[src/rtl/snake_pkg.sv]
// rtl/snake_pkg.sv - board geometry, cell codes, coordinate widths and writer FSM encoding
package snake_pkg;

  // Board geometry
  localparam int COLS  = 80;
  localparam int ROWS  = 30;
  localparam int DEPTH = COLS * ROWS;

  // Coordinate widths: 7 bits covers 0..79, 5 bits covers 0..29
  localparam int X_W = 7;
  localparam int Y_W = 5;

  // Cell codes stored in the board RAM
  localparam logic [2:0] CELL_EMPTY = 3'd0;
  localparam logic [2:0] CELL_FOOD  = 3'd2;
  localparam logic [2:0] CELL_BODY  = 3'd4;

  typedef enum logic [2:0] {
    ST_IDLE    = 3'd0,
    ST_CLEAR   = 3'd1,
    ST_RD_HEAD = 3'd2,
    ST_CHECK   = 3'd3,
    ST_WR_HEAD = 3'd4,
    ST_WR_TAIL = 3'd5,
    ST_DONE    = 3'd6
  } state_t;

  // True when (x, y) lies inside a board of num_cols x num_rows cells
  function automatic logic in_bounds(input logic [X_W-1:0] x, input logic [Y_W-1:0] y,
                                     input int num_cols, input int num_rows);
    return (int'(x) < num_cols) && (int'(y) < num_rows);
  endfunction

endpackage

[src/rtl/cell_addr.sv]
// rtl/cell_addr.sv - combinational (x, y) to board RAM address mapping
// Ports:
//   x_i    column coordinate
//   y_i    row coordinate
//   addr_o y*NUM_COLS + x, computed at full precision then truncated to ADDR_WIDTH
module cell_addr import snake_pkg::*; #(
  parameter int ADDR_WIDTH = 12,
  parameter int NUM_COLS   = COLS
) (
  input  logic [X_W-1:0]        x_i,
  input  logic [Y_W-1:0]        y_i,
  output logic [ADDR_WIDTH-1:0] addr_o
);

  // 32-bit arithmetic is wide enough for any realistic board; the cast truncates
  assign addr_o = ADDR_WIDTH'(int'(y_i) * NUM_COLS + int'(x_i));

endmodule

[src/rtl/snake_board_writer.sv]
// rtl/snake_board_writer.sv - write-side sequencer for the snake board RAM
// Ports:
//   i_clk, i_rst_n          clock, asynchronous active-low reset
//   i_clear, i_step         commands (clear wins when both are high)
//   i_head_x/y, i_tail_x/y  step coordinates, latched when a step is accepted
//   o_busy, o_done          command in progress / one-cycle completion pulse
//   o_collision, o_ate      result flags of the last step
//   o_addr, o_write, o_data registered RAM request
//   i_rdata                 RAM registered read data
module snake_board_writer #(
  parameter int ADDR_WIDTH = 12,
  parameter int DATA_WIDTH = 3,
  parameter int COLS       = snake_pkg::COLS,
  parameter int ROWS       = snake_pkg::ROWS,
  parameter logic [DATA_WIDTH-1:0] CELL_EMPTY = DATA_WIDTH'(snake_pkg::CELL_EMPTY),
  parameter logic [DATA_WIDTH-1:0] CELL_FOOD  = DATA_WIDTH'(snake_pkg::CELL_FOOD),
  parameter logic [DATA_WIDTH-1:0] CELL_BODY  = DATA_WIDTH'(snake_pkg::CELL_BODY)
) (
  input  logic                        i_clk,
  input  logic                        i_rst_n,
  input  logic                        i_clear,
  input  logic                        i_step,
  input  logic [snake_pkg::X_W-1:0]   i_head_x,
  input  logic [snake_pkg::Y_W-1:0]   i_head_y,
  input  logic [snake_pkg::X_W-1:0]   i_tail_x,
  input  logic [snake_pkg::Y_W-1:0]   i_tail_y,
  output logic                        o_busy,
  output logic                        o_done,
  output logic                        o_collision,
  output logic                        o_ate,
  output logic [ADDR_WIDTH-1:0]       o_addr,
  output logic                        o_write,
  output logic [DATA_WIDTH-1:0]       o_data,
  input  logic [DATA_WIDTH-1:0]       i_rdata
);

  import snake_pkg::*;

  localparam int DEPTH = COLS * ROWS;
  localparam logic [ADDR_WIDTH-1:0] LAST_ADDR = ADDR_WIDTH'(DEPTH - 1);

  state_t                  state_q, state_d;
  logic [X_W-1:0]          head_x_q, head_x_d;
  logic [Y_W-1:0]          head_y_q, head_y_d;
  logic [X_W-1:0]          tail_x_q, tail_x_d;
  logic [Y_W-1:0]          tail_y_q, tail_y_d;
  logic [ADDR_WIDTH-1:0]   addr_q, addr_d;
  logic                    write_q, write_d;
  logic [DATA_WIDTH-1:0]   data_q, data_d;
  logic                    coll_q, coll_d;
  logic                    ate_q, ate_d;

  logic [X_W-1:0]          head_x_sel;
  logic [Y_W-1:0]          head_y_sel;
  logic [ADDR_WIDTH-1:0]   head_addr;
  logic [ADDR_WIDTH-1:0]   tail_addr;
  logic                    head_in_board;

  // The read address must already be on o_addr during RD_HEAD, so it is
  // registered on the accepting edge straight from the inputs; afterwards the
  // latched copy is used.
  assign head_x_sel = (state_q == ST_IDLE) ? i_head_x : head_x_q;
  assign head_y_sel = (state_q == ST_IDLE) ? i_head_y : head_y_q;

  assign head_in_board = in_bounds(i_head_x, i_head_y, COLS, ROWS);

  cell_addr #(
    .ADDR_WIDTH (ADDR_WIDTH),
    .NUM_COLS   (COLS)
  ) u_head_addr (
    .x_i    (head_x_sel),
    .y_i    (head_y_sel),
    .addr_o (head_addr)
  );

  cell_addr #(
    .ADDR_WIDTH (ADDR_WIDTH),
    .NUM_COLS   (COLS)
  ) u_tail_addr (
    .x_i    (tail_x_q),
    .y_i    (tail_y_q),
    .addr_o (tail_addr)
  );

  always_ff @(posedge i_clk or negedge i_rst_n) begin
    if (!i_rst_n) begin
      state_q  <= ST_IDLE;
      head_x_q <= '0;
      head_y_q <= '0;
      tail_x_q <= '0;
      tail_y_q <= '0;
      addr_q   <= '0;
      write_q  <= 1'b0;
      data_q   <= '0;
      coll_q   <= 1'b0;
      ate_q    <= 1'b0;
    end else begin
      state_q  <= state_d;
      head_x_q <= head_x_d;
      head_y_q <= head_y_d;
      tail_x_q <= tail_x_d;
      tail_y_q <= tail_y_d;
      addr_q   <= addr_d;
      write_q  <= write_d;
      data_q   <= data_d;
      coll_q   <= coll_d;
      ate_q    <= ate_d;
    end
  end

  // RAM request registers are loaded with the values the next state needs,
  // so each state sees its own address/write/data during its cycle.
  always_comb begin
    state_d  = state_q;
    head_x_d = head_x_q;
    head_y_d = head_y_q;
    tail_x_d = tail_x_q;
    tail_y_d = tail_y_q;
    addr_d   = addr_q;
    write_d  = 1'b0;
    data_d   = data_q;
    coll_d   = coll_q;
    ate_d    = ate_q;

    case (state_q)
      ST_IDLE: begin
        if (i_clear) begin
          state_d = ST_CLEAR;
          addr_d  = '0;
          write_d = 1'b1;
          data_d  = CELL_EMPTY;
        end else if (i_step) begin
          head_x_d = i_head_x;
          head_y_d = i_head_y;
          tail_x_d = i_tail_x;
          tail_y_d = i_tail_y;
          coll_d   = 1'b0;
          ate_d    = 1'b0;
          if (!head_in_board) begin
            coll_d  = 1'b1;
            state_d = ST_DONE;
          end else begin
            state_d = ST_RD_HEAD;
            addr_d  = head_addr;
          end
        end
      end

      ST_CLEAR: begin
        if (addr_q == LAST_ADDR) begin
          state_d = ST_DONE;
        end else begin
          addr_d  = addr_q + ADDR_WIDTH'(1);
          write_d = 1'b1;
        end
      end

      // Read data for the head cell arrives in the following cycle
      ST_RD_HEAD: state_d = ST_CHECK;

      ST_CHECK: begin
        if (i_rdata == CELL_BODY) begin
          coll_d  = 1'b1;
          state_d = ST_DONE;
        end else begin
          if (i_rdata == CELL_FOOD) begin
            ate_d = 1'b1;
          end
          state_d = ST_WR_HEAD;
          addr_d  = head_addr;
          write_d = 1'b1;
          data_d  = CELL_BODY;
        end
      end

      ST_WR_HEAD: begin
        // Eating keeps the tail in place so the snake grows by one
        if (ate_q) begin
          state_d = ST_DONE;
        end else begin
          state_d = ST_WR_TAIL;
          addr_d  = tail_addr;
          write_d = 1'b1;
          data_d  = CELL_EMPTY;
        end
      end

      ST_WR_TAIL: state_d = ST_DONE;

      ST_DONE: state_d = ST_IDLE;

      default: state_d = ST_IDLE;
    endcase
  end

  assign o_busy      = (state_q != ST_IDLE);
  assign o_done      = (state_q == ST_DONE);
  assign o_collision = coll_q;
  assign o_ate       = ate_q;
  assign o_addr      = addr_q;
  assign o_write     = write_q;
  assign o_data      = data_q;

endmodule

[config.mk]
export PLATFORM = sky130hd
export DESIGN_NAME = snake_board_writer
export DESIGN_NICKNAME = d
export VERILOG_FILES = /design/src/rtl/snake_pkg.sv /design/src/rtl/cell_addr.sv /design/src/rtl/snake_board_writer.sv
export SDC_FILE = /design/constraint.sdc
export NUM_CORES = 1
export LEC_CHECK = 0
export ABC_AREA = 0
export BUFFER_PORTS_ARGS = -buffer_cell sky130_fd_sc_hd__buf_2
export CORE_ASPECT_RATIO = 2
export CORE_MARGIN = 4
export CORE_UTILIZATION = 57
export DETAILED_ROUTE_END_ITERATION = 8
export PLACE_DENSITY = 0.82
export SYNTH_ARGS = -nofsm -noshare
export SYNTH_HDL_FRONTEND = slang
export SYNTH_HIERARCHICAL = 1
export SYNTH_SLANG_ARGS = --single-unit
[constraint.sdc]
create_clock -name i_clk -period 4.97 [get_ports i_clk]
set_input_delay 0.2485 -clock i_clk [delete_from_list [all_inputs] [get_ports i_clk]]
set_output_delay 0.2485 -clock i_clk [all_outputs]
set_load 0.05 [all_outputs]
==> impl_metrics.csv, run 1 <==
group,metric,value,unit
clocking,cts.sinks,43,
setup_path,critPathTopFamily,"adder cells",
placed_design,place_area,3340,sq um
synth,synthTopCellsByArea,"dfrtp_1 34%, mux2_2 13%, ha_1 7.5%, fa_1 2.5%, o21ai_0 2.5%",
synth,yosys_warnings,6,
clocking,hold_buffers,0,
sta,period_needed,3.81,ns
setup_path,r2r_end,"o_addr[9]$_DFFE_PN0P_",
synth,synth_ff_type,"dfrtp_1",
global_route,overflow,0,
layout,antenna_cells,0,
setup_path,start_kind,"register",
setup_path,cp_common_cell,"ha_1",
setup_path,worst-path-max-fanout,19,
sta,rsz0062_at_grt,"false",
sta,drv_slew,0,
synth,synth_top_cell_by_area,"dfrtp_1",
layout,area_growth,8.35,%
sta,hold_viol,0,
floorplan,fp-row-count,38,
synth,synth_cells,303,
clocking,cts_buffers,5,
global_route,grtUsageTotal,23.6,%
sta,fin_setup_tns,0,ns
layout,layout.nets,392,
synth,synth_top_area_share,33.9,%
floorplan,die_w,60.8,um
detailed_routing,viasPerCell,6.26,
setup_path,cp_cell_sequence,"nor3_2, buf_4, mux2_2, ha_1, ha_1, fa_1, nand2_1, nor2_1, xor2_1, a22oi_1, o221ai_1, nor3_1, a211oi_2",
status,outcome,"finished clean",
placed_design,dpl.hpwl,5700,um
setup_path,crit_required,5.20,ns
setup_path,reg2reg_from,"state_q[1]$_DFFE_PN0P_",
sta,min_period_over_period,76.8,%
hold_path,hold_class,"input pin to asynchronous set/reset pin",
placed_design,numPortBuffers,48,
floorplan,start_util,58.6,%
sta,fmax,262,MHz
sta,clock_skew,0.00977,ns
setup_path,ff2ff_path_depth,13,
synth,synth_seq_cells,43,
detailed_routing,wl_per_cell,18.0,um
global_route,grt_start_max_net_pins,44,
sta,tightestPinTransition,0.958,ns
global_route,grt_antenna_before_repair,0,
detailed_routing,firstDrtPassIters,4,
detailed_routing,initialDrtViolationCount,119,
detailed_routing,ant_nets,0,
clocking,cts_htree_levels,2,
clocking,clk_pin_slew,0.09,ns
sta,relSlewSlack,36.1,%
layout,fin_util,63.5,%
placed_design,gp_congestion,0.920,
run,max_cap_violations,0,
detailed_routing,drc,0,
clocking,clk_latency,0.31,ns
setup_path,path_buf_inv,1,
layout,drive_gt1_share,33.0,%
floorplan,die_h,114,um
layout,final_cell_area,3440,sq um
synth,avgSynthCellArea,10.5,sq um
detailed_routing,routed_wl,7170,um
floorplan,die_area,6900,sq um
synth,synth_edf_count,0,
synth,synthArstFlopShare,100,%
global_route,grt_pass1_vias,2678,
clocking,cts_root_buf,"clkbuf_8",
detailed_routing,vias,2498,
sta,finalSetupViolations,0,
setup_path,crit_type,"register to register",
clocking,post_cts_buffers,0,
setup_path,critPathSlowestCell,"dfrtp_1",
setup_path,r2r_slack,1.16,ns
synth,yosysUniqueCellTypes,63,
synth,netlist_area,3180,sq um
clocking,cts_tree,"done",
clocking,clock_path_buffers,2,
setup_path,slowest_delay,0.61,ns
global_route,grt_pass1_wl,12200,um
clocking,cts-resized-gates,0,
setup_path,cp-end-kind,"register",
synth,ys_seq_area_share,33.9,%
floorplan,core_area,5420,sq um
setup_path,arrival,4.05,ns
floorplan,io_pins,51,
==> stage by stage <==
stage                     hold WS [ns]  setup WS (ns)  cells
after detailed placement         0.455           1.19    391
final                           0.0771           1.16    399
after CTS                        0.111           1.17    399
after floorplan                -0.0471           1.20    304
after global routing             0.164          0.909    399
after global placement           0.448           1.35    391
==> cell families after synthesis <==
group	after synthesis	synth area share (%)
xor+xnor	15	4.14
flops	43	33.9
fa+ha+maj	23	10.0
buf+inv	28	6.03
mux	40	14.5
other cells	1	0.118
simple gates	70	11.7
compound gates	83	19.7
==> Yosys cell counts, types with 3 or more instances <==
cell,count
a22oi_1,5
nor2_1,21
o21ai_0,16
a21o_1,6
dfrtp_1,43
a22o_1,4
buf_4,10
ha_1,19
nand3_1,7
a21oi_1,9
and3_1,5
mux2_4,3
nand2_1,13
xor2_1,9
fa_1,4
mux2_2,36
nor3_1,7
a21oi_2,4
a221oi_1,6
o21ai_2,3
nor2b_1,3
clkbuf_1,6
xnor2_1,6
o2bb2ai_1,5
inv_1,5
==> layer usage <==
layer / wire length [um] / up-vias / GRT usage, %
met2: 3850 / 85 / 40.0
met5: 0 / - / 0
met1: 2540 / 1175 / 24.3
met4: 461 / 0 / 17.4
met3: 319 / 33 / 4.76
li1: - / 1205 / -
==> area by class of cell <==
type	instances	area, sq um
flip-flops and latches	43	1080
clock buffers	6	82.6
well taps	60	75.1
clock inverters	2	16.3
repair buffers	50	255
multi-input cells	233	1920
inverters	5	18.8
fillers	449	1980
==> registers in the layout, indices dropped and copies added (netlist names) <==
| name | cells |
|---|---|
| head_x_q | 7 |
| o_collision | 1 |
| tail_y_q | 5 |
| tail_x_q | 7 |
| state_q | 3 |
| o_data | 1 |
| o_ate | 1 |
| head_y_q | 5 |
| o_addr | 12 |
| o_write | 1 |
==> worst max path at each step <==
stage                     slack (ns)               endpoint  depth (start not counted)                   start
after detailed placement        1.19  o_addr[9]$_DFFE_PN0P_                         13  state_q[2]$_DFFE_PN0P_
after global placement          1.35  o_addr[9]$_DFFE_PN0P_                         13  state_q[2]$_DFFE_PN0P_
after CTS                       1.17  o_addr[9]$_DFFE_PN0P_                         13  state_q[2]$_DFFE_PN0P_
after floorplan                 1.20  o_addr[9]$_DFFE_PN0P_                         14  state_q[0]$_DFFE_PN0P_
after global routing            0.91  o_addr[9]$_DFFE_PN0P_                         13  state_q[2]$_DFFE_PN0P_
final                           1.16  o_addr[9]$_DFFE_PN0P_                         13  state_q[1]$_DFFE_PN0P_
==> placed cells by master, fill, tap and decap left out, types with 4 or more instances in the layout <==
master | Yosys | routed
xor2_1 | 9 | 9
nor3_1 | 7 | 6
a21oi_2 | 4 | 4
o21ai_0 | 16 | 16
buf_2 | 2 | 48
o2bb2ai_1 | 5 | 5
nand2_1 | 13 | 13
a21o_1 | 6 | 6
xnor2_1 | 6 | 6
nand3_1 | 7 | 7
a221oi_1 | 6 | 6
nor2_1 | 21 | 21
ha_1 | 19 | 19
mux2_2 | 36 | 36
a21oi_1 | 9 | 9
a22oi_1 | 5 | 5
fa_1 | 4 | 4
and3_1 | 5 | 5
inv_1 | 5 | 5
dfrtp_1 | 43 | 43
clkbuf_8 | 2 | 6
a22o_1 | 4 | 4
Power of run 1 is left out: the tool's default activity adds up to more than one toggle a clock period on the data nets, which glitch-free logic cannot reach.
==> run 2, diff against run 1 <==
--- a/config.mk
+++ b/config.mk
@@ -9,9 +9,9 @@
 export BUFFER_PORTS_ARGS = -buffer_cell sky130_fd_sc_hd__buf_2
 export CORE_ASPECT_RATIO = 2
 export CORE_MARGIN = 4
-export CORE_UTILIZATION = 57
+export CORE_UTILIZATION = 52
 export DETAILED_ROUTE_END_ITERATION = 8
-export PLACE_DENSITY = 0.82
+export PLACE_DENSITY = 0.79
 export SYNTH_ARGS = -nofsm -noshare
 export SYNTH_HDL_FRONTEND = slang
 export SYNTH_HIERARCHICAL = 1
==> constraint.sdc (replaced) <==
create_clock -name i_clk -period 3.3 [get_ports i_clk]
set_input_delay 0.165 -clock i_clk [delete_from_list [all_inputs] [get_ports i_clk]]
set_output_delay 0.165 -clock i_clk [all_outputs]
set_load 0.05 [all_outputs]
==> run 2 against run 1 <==
Compared with the run above:
- via count increased by 5.4%
- worst setup slack got worse by 1.1 ns
- register-to-register slack got worse by 1.1 ns
- clock skew decreased by 0.0025 ns
- flip-flop and latch count unchanged
- non-clock buffer count increased by 5
- highest routed layer unchanged
==> impl_metrics.csv, run 2 (synthesized netlist as in run 1, its figures left out) <==
group,metric,value,unit
placed_design,gp_congestion,0.848,
sta,hold_viol,0,
layout,mostFrequentLayoutCells,"48 x buf_2, 43 x dfrtp_1, 33 x mux2_2, 20 x nor2_1, 16 x o21ai_0",
global_route,grt_pass1_vias,2738,
clocking,clk_pin_slew,0.06,ns
layout,antenna_cells,0,
layout,drive_gt1_share,37.8,%
detailed_routing,vias,2632,
setup_path,reg2reg_from,"state_q[2]$_DFFE_PN0P_",
floorplan,die_area,7500,sq um
status,outcome,"finished clean",
placed_design,pre_cts_slack,-0.00960,ns
sta,tightestPinTransition,0.951,ns
setup_path,crit_type,"register to register",
global_route,grtUsageTotal,21.6,%
clocking,hold_buffers,0,
setup_path,crit_required,3.50,ns
global_route,overflow,0,
detailed_routing,firstDrtPassIters,4,
floorplan,die_w,63.3,um
sta,worst_slack,0.0796,ns
placed_design,dp.cells,397,
sta,relSlewSlack,36.6,%
sta,min_period_over_period,97.6,%
setup_path,arrival,3.42,ns
clocking,cts_buffers,5,
floorplan,core_area,5960,sq um
setup_path,worst-path-max-fanout,6,
setup_path,cp-end-kind,"register",
clocking,clock_path_buffers,2,
sta,clock_skew,0.00730,ns
clocking,cts_root_buf,"clkbuf_16",
detailed_routing,drc,0,
layout,layoutNonFillerInstCount,407,
setup_path,ff2ff_path_depth,13,
floorplan,io_pins,51,
global_route,grt_antenna_before_repair,0,
layout,layout.nets,397,
setup_path,r2r_slack,0.08,ns
clocking,cts.sinks,43,
layout,area_growth,15.5,%
clocking,cts_tree,"done",
clocking,clk_latency,0.29,ns
detailed_routing,initialDrtViolationCount,124,
placed_design,dpl.hpwl,5900,um
floorplan,die_h,119,um
detailed_routing,viasPerCell,6.47,
layout,nFillCells,476,
sta,period_needed,3.22,ns
global_route,grt_start_max_net_pins,44,
detailed_routing,wl_per_cell,19.1,um
placed_design,numPortBuffers,48,
run,max_cap_violations,0,
layout,largest_register_ffs,12,
sta,drv_slew,0,
sta,finalSetupViolations,0,
floorplan,fp-row-count,40,
detailed_routing,routed_wl,7770,um
sta,fmax,311,MHz
setup_path,start_kind,"register",
setup_path,r2r_end,"o_addr[9]$_DFFE_PN0P_",
clocking,cts_htree_levels,2,
floorplan,start_util,53.3,%
layout,layout_commonest_cell,"buf_2",
hold_path,hold_class,"input pin to asynchronous set/reset pin",
detailed_routing,ant_nets,0,
global_route,grt_pass1_wl,12800,um
==> run 2: cell types whose count changed in the layout (fill, tap and decap cells not counted), moves of 2 or more <==
cell       change
clkbuf_16      +5
clkbuf_8       -5
buf_4          +4
ha_1           -4
ha_4           +3
mux2_2         -3
mux2_4         +3
xor2_1         -2
xor2_2         +2
==> run 2: worst max path at each step <==
stage / startpoint / to / slack (ns)
finish: state_q[2]$_DFFE_PN0P_ / o_addr[9]$_DFFE_PN0P_ / 0.08
global route: state_q[2]$_DFFE_PN0P_ / o_addr[9]$_DFFE_PN0P_ / -0.07
CTS: state_q[1]$_DFFE_PN0P_ / o_addr[9]$_DFFE_PN0P_ / 0.001
detailed placement: state_q[2]$_DFFE_PN0P_ / o_addr[9]$_DFFE_PN0P_ / -0.01
global placement: state_q[2]$_DFFE_PN0P_ / o_addr[9]$_DFFE_PN0P_ / 0.12
floorplan: state_q[0]$_DFFE_PN0P_ / o_addr[9]$_DFFE_PN0P_ / -0.02
==> run 2: timing repair <==
| action | CTS | global route |
|---|---|---|
| endpoints found under the setup margin | 1 | 3 |
| gates resized for setup | 0 | 10 |
| pin swaps | 1 | 6 |
| buffers inserted | 1 | 1 |
==> run 2: area by class of cell <==
type	instances	area, sq um	share of cell area [%]
timing repair buffer	55	305	8.32
clock inverter	2	16.3	0.443
tap	63	78.8	2.15
inverter	5	18.8	0.511
clock buffer	6	139	3.78
sequential	43	1080	29.3
multi-input combinational	233	2040	55.5
==> run 2: critical path: stages, from the launching register on <==
cell and delay (ns):
dfrtp_1 0.40, nor3_4 0.22, buf_12 0.14, mux2_4 0.32, ha_4 0.25, ha_4 0.16, fa_2 0.56, nand2_2 0.07
nor2_4 0.12, xor2_2 0.21, a22oi_2 0.09, o221ai_2 0.24, o32ai_2 0.12, a211oi_2 0.21
==> run 2: per-stage QoR <==
stage / hold WS [ns] / utilization (%) / cell area, sq um / TNS, ns
6_report: 0.0251 / 61.6 / 3670 / 0
5_1_grt: 0.103 / 61.6 / 3670 / -0.0659
4_1_cts: 0.0649 / 60.5 / 3600 / 0
3_5_place_dp: 0.370 / 57.6 / 3430 / -0.00960
3_3_place_gp: 0.362 / 57.6 / 3430 / 0
2_1_floorplan: -0.131 / - / 3260 / -0.0220
==> run 2: per-layer routing <==
layer | routed length [um] | track usage [%]
met5 | 0 | 0
met4 | 630 | 14.9
met3 | 349 | 4.37
met2 | 4100 | 38.5
met1 | 2690 | 21.8
Power of run 2 is left out for the same reason.
==> run 3, diff against run 2 <==
==> constraint.sdc (replaced) <==
create_clock -name i_clk -period 3.3 [get_ports i_clk]
set_input_delay 0.66 -clock i_clk [delete_from_list [all_inputs] [get_ports i_clk]]
set_output_delay 0.66 -clock i_clk [all_outputs]
set_load 0.05 [all_outputs]
==> run 3 against run 2 <==
Compared with the run above:
- flip-flop and latch count stayed put
- global-route usage is 0.61 points higher
- critical path depth did not move
- clock skew is 0.00070 ns lower
- final cell count rose by 0.49%
- critical path type unchanged
- highest routed layer unchanged
==> impl_metrics.csv, run 3 (synthesized netlist as in run 1, its figures left out) <==
group,metric,value,unit
sta,hold_viol,0,
status,outcome,"finished clean",
clocking,cts_htree_levels,2,
clocking,clk_latency,0.30,ns
global_route,grt_pass1_vias,2771,
placed_design,dp.cells,399,
setup_path,critPathSlowestCell,"fa_2",
layout,multi_input_area,2030,sq um
detailed_routing,firstDrtPassIters,6,
sta,rsz0062_at_grt,"true",
sta,worst_slack,0.0946,ns
clocking,hold_buffers,0,
floorplan,die_h,119,um
floorplan,core_area,5960,sq um
sta,period_needed,3.21,ns
global_route,grt_antenna_before_repair,0,
detailed_routing,drc,0,
detailed_routing,initialDrtViolationCount,97,
layout,nFillCells,489,
layout,mostFrequentLayoutCells,"48 x buf_2, 43 x dfrtp_1, 33 x mux2_2, 20 x nor2_1, 16 x o21ai_0",
detailed_routing,ant_nets,0,
clocking,cts_root_buf,"clkbuf_16",
sta,relSlewSlack,36.5,%
layout,layoutNonFillerInstCount,409,
sta,tightestPinTransition,0.952,ns
floorplan,start_util,53.3,%
floorplan,fp-row-count,40,
detailed_routing,wl_per_cell,19.6,um
detailed_routing,viasPerCell,6.36,
setup_path,worst-path-max-fanout,6,
floorplan,die_area,7500,sq um
layout,largest_register_ffs,12,
sta,finalSetupViolations,0,
sta,fmax,312,MHz
setup_path,start_kind,"register",
sta,clock_skew,0.00660,ns
layout,ff_latch_area,1080,sq um
clocking,cts_tree,"done",
layout,area_growth,15.6,%
detailed_routing,routed_wl,8020,um
floorplan,io_pins,51,
layout,layout_commonest_cell,"buf_2",
detailed_routing,vias,2603,
setup_path,crit_required,3.51,ns
sta,hold_ws,0.477,ns
sta,drv_slew,0,
sta,min_period_over_period,97.1,%
clocking,cts.sinks,43,
global_route,overflow,0,
layout,layout.nets,399,
setup_path,cp-end-kind,"register",
layout,fin_util,61.7,%
global_route,grt_pass1_wl,13000,um
placed_design,pre_cts_slack,-0.0146,ns
setup_path,arrival,3.42,ns
layout,drive_gt1_share,38.4,%
floorplan,die_w,63.3,um
global_route,grt_start_max_net_pins,44,
setup_path,cp_cell_sequence,"nor3_4, buf_12, mux2_2, ha_2, ha_4, fa_2, nand2_2, nor2_4, xor2_2, a22oi_2, o221ai_2, o32ai_2, a211oi_2",
setup_path,crit_type,"register to register",
setup_path,slowest_delay,0.57,ns
clocking,clock_path_buffers,2,
hold_path,hold_class,"register to register",
layout,antenna_cells,0,
placed_design,dpl.hpwl,6010,um
clocking,cts_buffers,5,
global_route,grtUsageTotal,22.2,%
placed_design,gp_congestion,0.901,
run,max_cap_violations,0,
placed_design,numPortBuffers,48,
clocking,clk_pin_slew,0.07,ns
[run 3: cell count changes in the layout (fill, tap and decap cells not counted)]
cell / before / now
buf_4: 6 / 8
a21oi_2: 3 / 4
a21oi_4: 1 / 0
clkbuf_8: 1 / 0
clkinv_4: 1 / 0
clkinvlp_4: 1 / 2
fa_1: 3 / 2
fa_2: 1 / 2
inv_6: 0 / 1
[run 3: metal layers]
metal	GRT usage [%]	part of all wire [%]	vias to the layer above
met5	0	0	-
met4	14.9	5.6	0
met3	4.37	4.0	32
met2	40.3	56	90
met1	22.0	34	1266
li1	-	-	1215
[run 3: worst paths after layout]
path | start | end | slack [ns] | depth (start not counted)
min in group asynchronous | i_rst_n | o_addr[10]$_DFFE_PN0P_ | 0.51 | 1
max in group asynchronous | i_rst_n | head_x_q[1]$_DFFE_PN0P_ | 2.19 | 1
worst max register to register | state_q[2]$_DFFE_PN0P_ | o_addr[9]$_DFFE_PN0P_ | 0.09 | 13
worst min-delay path | o_data[2]$_DFFE_PN0P_ | o_data[2]$_DFFE_PN0P_ | 0.48 | 2
worst min register to register | o_data[2]$_DFFE_PN0P_ | o_data[2]$_DFFE_PN0P_ | 0.48 | 2
worst max-delay path | state_q[2]$_DFFE_PN0P_ | o_addr[9]$_DFFE_PN0P_ | 0.09 | 13
[run 3: final cells by class]
cell class,instances,area share [%]
tap,63,2.15
multi-input combinational,233,55.3
timing repair buffer,57,8.72
clock buffer,5,3.41
sequential,43,29.3
inverter,5,0.511
clock inverter,3,0.647
[run 3: per-stage QoR]
step / setup TNS, ns / area (sq um)
final: 0 / 3670
after global routing: -0.121 / 3670
after CTS: 0 / 3610
after detailed placement: -0.0284 / 3440
after global placement: 0 / 3440
after floorplan: -0.0220 / 3260
[run 3: what timing repair did]
action / 4_1_cts / 5_1_grt
gates resized for setup: 0 / 10
pin swaps: 2 / 5
setup endpoints to repair: 2 / 4
setup buffers: 1 / 1
hold endpoints to repair: 0 / 0
[run 3: worst max-delay path: cells and delay by family (launching register included)]
| family | cells | cell delay, ns |
|---|---|---|
| AOI/OAI and AO/OA | 4 | 0.63 |
| xor gates and xnor gates | 1 | 0.22 |
| adders and majority gates | 3 | 0.95 |
| buffers and inverters | 1 | 0.14 |
| DFF | 1 | 0.41 |
| muxes | 1 | 0.35 |
| and+or+nand+nor | 3 | 0.42 |
Power of run 3 is left out for the same reason.
